**config.mk**
```make
export PLATFORM = sky130hd
export DESIGN_NAME = spi_master_drv
export DESIGN_NICKNAME = d
export VERILOG_FILES = /design/src/rtl/spi_master_pkg.sv /design/src/rtl/spi_master_drv.sv
export SDC_FILE = /design/constraint.sdc
export NUM_CORES = 1
export LEC_CHECK = 0
export ABC_CLOCK_PERIOD_IN_PS = 2100
export CAP_MARGIN = 30
export CORE_UTILIZATION = 52
export CTS_CLUSTER_DIAMETER = 30
export CTS_CLUSTER_SIZE = 16
export DETAILED_ROUTE_END_ITERATION = 6
export PLACE_DENSITY = 0.73
export SYNTH_ARGS = -nofsm -noshare
export SYNTH_HDL_FRONTEND = slang
export SYNTH_SLANG_ARGS = --single-unit
```
**constraint.sdc**
```tcl
create_clock -name clk -period 2.1 [get_ports clk]
set_clock_uncertainty 0.05 [all_clocks]
set_input_delay 0.315 -clock clk [delete_from_list [all_inputs] [get_ports clk]]
set_output_delay 0.315 -clock clk [all_outputs]
set_load 0.03 [all_outputs]
```
**src/rtl/spi_master_pkg.sv**
```systemverilog
// spi_master_pkg: shared types and opcode encodings for the SPI frame initiator.
//   state_e   : frame sequencer states
//   OP_*      : command opcodes carried in cmd[9:8]
package spi_master_pkg;

   typedef enum logic [2:0] {
      IDLE,
      SEL,
      SHIFT,
      TURN,
      RECV,
      GAP
   } state_e;

   localparam logic [1:0] OP_WR_ADDR = 2'b00;
   localparam logic [1:0] OP_WR_DATA = 2'b01;
   localparam logic [1:0] OP_RD_ADDR = 2'b10;
   localparam logic [1:0] OP_RD_DATA = 2'b11;

endpackage

```
**src/rtl/spi_master_drv.sv**
```systemverilog
// spi_master_drv: single-clock SPI frame initiator.
// Serialises a command word onto MOSI (select bit, then the full word MSB
// first) under SS_n; read-data commands are followed by a turnaround and an
// MSB-first reply capture from MISO. All outputs are registered.
// Ports:
//   clk, rst_n  : clock (posedge), asynchronous active-low reset
//   start, cmd  : launch request and command word (sampled only in IDLE)
//   busy        : frame in progress, including the inter-frame gap
//   done        : one-cycle pulse in the first gap cycle
//   rd_data     : last read reply, updated together with done
//   SS_n, MOSI  : slave select (active low) and serial command out
//   MISO        : serial reply in, sampled only while receiving
module spi_master_drv
   import spi_master_pkg::*;
#(
   parameter int CMD_W    = 10,
   parameter int DATA_W   = 8,
   parameter int TURN_CYC = 1,
   parameter int GAP_CYC  = 1
) (
   input  logic              clk,
   input  logic              rst_n,
   input  logic              start,
   input  logic [CMD_W-1:0]  cmd,
   output logic              busy,
   output logic              done,
   output logic [DATA_W-1:0] rd_data,
   output logic              SS_n,
   output logic              MOSI,
   input  logic              MISO
);

   localparam int CNT_W = 4;

   state_e              state_q, state_d;
   logic [CNT_W-1:0]    cnt_q, cnt_d;
   logic [CMD_W-1:0]    tx_q, tx_d;
   logic [1:0]          op_q, op_d;
   logic [DATA_W-1:0]   rx_q, rx_d;
   logic [DATA_W-1:0]   rd_data_q, rd_data_d;
   logic                busy_q, busy_d;
   logic                done_q, done_d;
   logic                ss_n_q, ss_n_d;
   logic                mosi_q, mosi_d;
   logic [DATA_W-1:0]   rx_shift;
   logic                go_gap;

   always_ff @(posedge clk or negedge rst_n) begin
      if (!rst_n) begin
         state_q   <= IDLE;
         cnt_q     <= '0;
         tx_q      <= '0;
         op_q      <= '0;
         rx_q      <= '0;
         rd_data_q <= '0;
         busy_q    <= 1'b0;
         done_q    <= 1'b0;
         ss_n_q    <= 1'b1;
         mosi_q    <= 1'b0;
      end else begin
         state_q   <= state_d;
         cnt_q     <= cnt_d;
         tx_q      <= tx_d;
         op_q      <= op_d;
         rx_q      <= rx_d;
         rd_data_q <= rd_data_d;
         busy_q    <= busy_d;
         done_q    <= done_d;
         ss_n_q    <= ss_n_d;
         mosi_q    <= mosi_d;
      end
   end

   always_comb begin
      state_d   = state_q;
      cnt_d     = cnt_q;
      tx_d      = tx_q;
      op_d      = op_q;
      rx_d      = rx_q;
      rd_data_d = rd_data_q;
      busy_d    = busy_q;
      done_d    = 1'b0;
      ss_n_d    = ss_n_q;
      mosi_d    = 1'b0;
      go_gap    = 1'b0;
      rx_shift  = {rx_q[DATA_W-2:0], MISO};

      case (state_q)
         IDLE: begin
            ss_n_d = 1'b1;
            busy_d = 1'b0;
            if (start) begin
               state_d = SEL;
               tx_d    = cmd;
               op_d    = cmd[CMD_W-1 -: 2];
               busy_d  = 1'b1;
               ss_n_d  = 1'b0;
               mosi_d  = cmd[CMD_W-1];
            end
         end
         SEL: begin
            // The word itself starts here, so its MSB repeats the select bit.
            state_d = SHIFT;
            cnt_d   = CNT_W'(CMD_W - 1);
            mosi_d  = tx_q[CMD_W-1];
         end
         SHIFT: begin
            if (cnt_q == '0) begin
               case (op_q)
                  OP_RD_DATA: begin
                     state_d = TURN;
                     cnt_d   = CNT_W'(TURN_CYC - 1);
                  end
                  OP_WR_ADDR, OP_WR_DATA, OP_RD_ADDR: go_gap = 1'b1;
               endcase
            end else begin
               // MOSI registers one bit ahead of the shifted copy.
               cnt_d  = cnt_q - CNT_W'(1);
               tx_d   = {tx_q[CMD_W-2:0], 1'b0};
               mosi_d = tx_q[CMD_W-2];
            end
         end
         TURN: begin
            if (cnt_q == '0) begin
               state_d = RECV;
               cnt_d   = CNT_W'(DATA_W - 1);
            end else begin
               cnt_d = cnt_q - CNT_W'(1);
            end
         end
         RECV: begin
            rx_d = rx_shift;
            if (cnt_q == '0) begin
               rd_data_d = rx_shift;
               go_gap    = 1'b1;
            end else begin
               cnt_d = cnt_q - CNT_W'(1);
            end
         end
         GAP: begin
            ss_n_d = 1'b1;
            if (cnt_q == '0) begin
               state_d = IDLE;
               busy_d  = 1'b0;
            end else begin
               cnt_d = cnt_q - CNT_W'(1);
            end
         end
         default: begin
            state_d = IDLE;
            busy_d  = 1'b0;
            ss_n_d  = 1'b1;
         end
      endcase

      if (go_gap) begin
         state_d = GAP;
         cnt_d   = CNT_W'(GAP_CYC - 1);
         ss_n_d  = 1'b1;
         done_d  = 1'b1;
      end
   end

   assign busy    = busy_q;
   assign done    = done_q;
   assign rd_data = rd_data_q;
   assign SS_n    = ss_n_q;
   assign MOSI    = mosi_q;

endmodule

```
==> flow_metrics.env <==
export IMPL_antenna_found_initial=0
export IMPL_pin_count=26
export IMPL_grt_usage=0.1928
export IMPL_cp_required_ns=1.74
export IMPL_max_freq_mhz=519.6
export IMPL_synth_commonest_cells="dfrtp_1 (37), mux2_2 (17), a21oi_1 (13)"
export IMPL_cts_sinks=38
export IMPL_syn_nets=185
export IMPL_synth_ff_latch_count=38
export IMPL_syn_avg_cell_area_sq_um=11.37
export IMPL_synthArstFlopShare=1.000
export IMPL_drtPass1Iterations=4
export IMPL_hp_start="busy"
export IMPL_post_cts_resize_count=0
export IMPL_final_max_slew_viol_count=0
export IMPL_hold_path_class="reg2reg"
export IMPL_crit_path_cell_trace="clkdlybuf4s50_1"
export IMPL_clkLatencyLatePin_ns=0.34
export IMPL_initial_core_util=0.5557
export IMPL_rows=21
export IMPL_cts_path_max_buffers=2
export IMPL_viasPerCell=5.442
export IMPL_numCtsBuffers=5
export IMPL_path_depth=1
export IMPL_grt_ovfl_total=0
export IMPL_place_congestion=0.9097
export IMPL_power_uw=3480
export IMPL_root_buffer="clkbuf_4"
export IMPL_drc_errors=0
export IMPL_outcome="finished clean"
export IMPL_die_w_um=62.42
export IMPL_yosys_warnings=0
export IMPL_grt_setup_unrepaired="false"
export IMPL_critPathLaunch="SS_n"
export IMPL_hpwl_mm=2.523
export IMPL_reg2reg_slack_ns=0.24
export IMPL_netlist_area_sq_mm=0.001898
export IMPL_maxCapViolations=0
export IMPL_fin_nets=220
export IMPL_vias=1355
export IMPL_fin_crit_sh=0.9165
export IMPL_timing_setup_tns_ns=0
export IMPL_design_area_sq_mm=0.002344
export IMPL_arrival_ns=1.56
export IMPL_r2r_start="cnt_q[1]"
export IMPL_yosys_cell_types_count=42
export IMPL_area_growth_syn_to_layout_pct=23.47
export IMPL_powerDensity_mw_per_mm2=1485
export IMPL_ant_nets=0
export IMPL_core_sq_mm=0.003416
export IMPL_yosys_area_top_type="dfrtp_1"
export IMPL_synth_most_common_cell="dfrtp_1"
export IMPL_synth_top_cell_area_share=0.4878
export IMPL_setup_viol=0
export IMPL_worstSetupEndpointType="output pin"
export IMPL_grt_max_degree=39
export IMPL_clk_pin_slew_ns=0.11
export IMPL_tightest_slew_ns=0.4599
export IMPL_synth_edff_count=0
export IMPL_cp_endpoint="SS_n"
export IMPL_crit_buf_inv=1
export IMPL_drt_iter0_drc=94
export IMPL_die_area_sq_mm=0.003896
export IMPL_grt_pass1_wl_mm=5.865
export IMPL_place_area_sq_mm=0.002227
export IMPL_finalHoldViolCount=0
export IMPL_reg2reg_depth=6
export IMPL_fp_dieH_um=62.42
export IMPL_wl_mm=3.367
export IMPL_synthFlopType="dfrtp_1"
export IMPL_drive_above_1_share=0.2315
export IMPL_crit_path_start_kind="flop"
export IMPL_fin_crit_ns=1.925
export IMPL_io_buffer_count=25
export IMPL_path_class="reg2out"
export IMPL_critPathMaxStageDelay_ns=0.66
export IMPL_leakagePower_uw=0.001051
export IMPL_critPathTopFamily="buffers and inverters"
export IMPL_cts_tree="done"
export IMPL_syn_inst=167
export IMPL_grt_pass1_vias=1287
export IMPL_cp_slowest_cell="clkdlybuf4s50_1"
export IMPL_htree_levels=2
export IMPL_vdd_ir_drop_max_mv=0.8025
export IMPL_synthTopCellsByArea="dfrtp_1 (49%), mux2_2 (10%), mux2i_1 (4.7%)"
export IMPL_diodes=0
export IMPL_crit_path_max_fanout=4
export IMPL_seq_area_frac_synth=0.5016
export IMPL_maxSlewHeadroom=0.6934
export IMPL_regToRegEndpoint="cnt_q[0]"
export IMPL_wl_per_cell_um=13.52
## metal layers
layer,vias up,GRT usage,share of wire,routed length [um]
met3,4,0.04015,0.032,107
met1,666,0.2594,0.47,1593
li1,663,-,-,-
met2,22,0.3071,0.48,1630
met4,0,0.07267,0.011,36
met5,-,0,0,0
## placed cells by master (no fill, tap or decap), drive strengths merged
cell type,instances
dlygate4sd3,1
a31oi,2
nor3,5
a21oi,14
dfrtp,37
or3b,1
nor2,12
nor2b,3
o41ai,1
or2,2
buf,10
clkdlybuf4s50,24
ha,4
o2bb2ai,2
and3,1
o22a,1
nand2b,1
nand3,2
o311ai,2
a311oi,2
inv,10
o21ai,9
clkinv,1
nor3b,2
mux2,17
o21bai,1
a21o,1
clkbuf,5
mux2i,9
o221a,1
o21a,1
bufinv,2
dfstp,1
a2111oi,1
o32ai,2
nand2,13
## state kept, by name (all words and copies together) (netlist names)
| signal | count |
|---|---|
| tx_q | 10 |
| rd_data | 8 |
| rx_q | 7 |
| cnt_q | 4 |
| state_q | 3 |
| op_q | 2 |
| MOSI | 1 |
| SS_n | 1 |
| busy | 1 |
| done | 1 |
## worst min path at each step
| stage | endpoint | slack (ns) | cells after the start |
|---|---|---|---|
| 3_5_place_dp | state_q[1] | 0.34 | 2 |
| 3_3_place_gp | busy | 0.33 | 2 |
| 4_1_cts | tx_q[0] | 0.47 | 3 |
| 6_report | busy | 0.47 | 2 |
| 5_1_grt | rd_data[2] | 0.49 | 1 |
| 2_1_floorplan | MOSI | -0.03 | 0 |
## per-stage QoR
| step | util | hold slack (ns) | worst slack (ns) | instances |
|---|---|---|---|---|
| after floorplan | - | -0.03059 | 0.2202 | 167 |
| after global placement | 0.6520 | 0.3311 | 0.2946 | 240 |
| after detailed placement | 0.6520 | 0.3427 | 0.2529 | 240 |
| after CTS | 0.6861 | 0.4732 | 0.1518 | 249 |
| after global routing | 0.6861 | 0.4925 | 0.08304 | 249 |
| final | 0.6861 | 0.4670 | 0.1754 | 249 |
## worst register-to-register path: cells and delay by family, from the launching register on
family,cells,cell delay (ns)
AO/OA/AOI/OAI,3,0.60
flip-flops,1,0.41
buffers and inverters,1,0.10
AND/OR/NAND/NOR,1,0.43
adder cells (fa/ha/maj),1,0.19
## where the power goes
group	total, uW	internal, uW	switching (uW)
clock network	624	372	251
registers	1220	1010	210
logic	1640	767	871
## area by class of cell
type                            count  area, sq um
Clock buffer                        5        37.54
Clock inverter                      3        68.82
Fill cell                         264         1072
Inverter                           10        37.54
Multi-Input combinational cell    112        867.1
Sequential cell                    38        952.2
Tap cell                           46        57.56
Timing Repair Buffer               35        322.8
## what timing repair did
item	4_1_cts	5_1_grt
hold buffers	1	0
buffers inserted	0	0
endpoints found under the hold margin	37	0
## cells by family (layout without fill, tap and decap cells)
logic type | after synthesis | count (layout) | share of synthesized area
fa+ha+maj | 4 | 4 | 0.02637
simple gates | 42 | 42 | 0.1206
compound gates | 40 | 40 | 0.1615
mux | 26 | 26 | 0.1483
buf+inv | 17 | 53 | 0.04153
flops | 38 | 38 | 0.5017
Note: power is estimated with default switching activity, not from simulation.
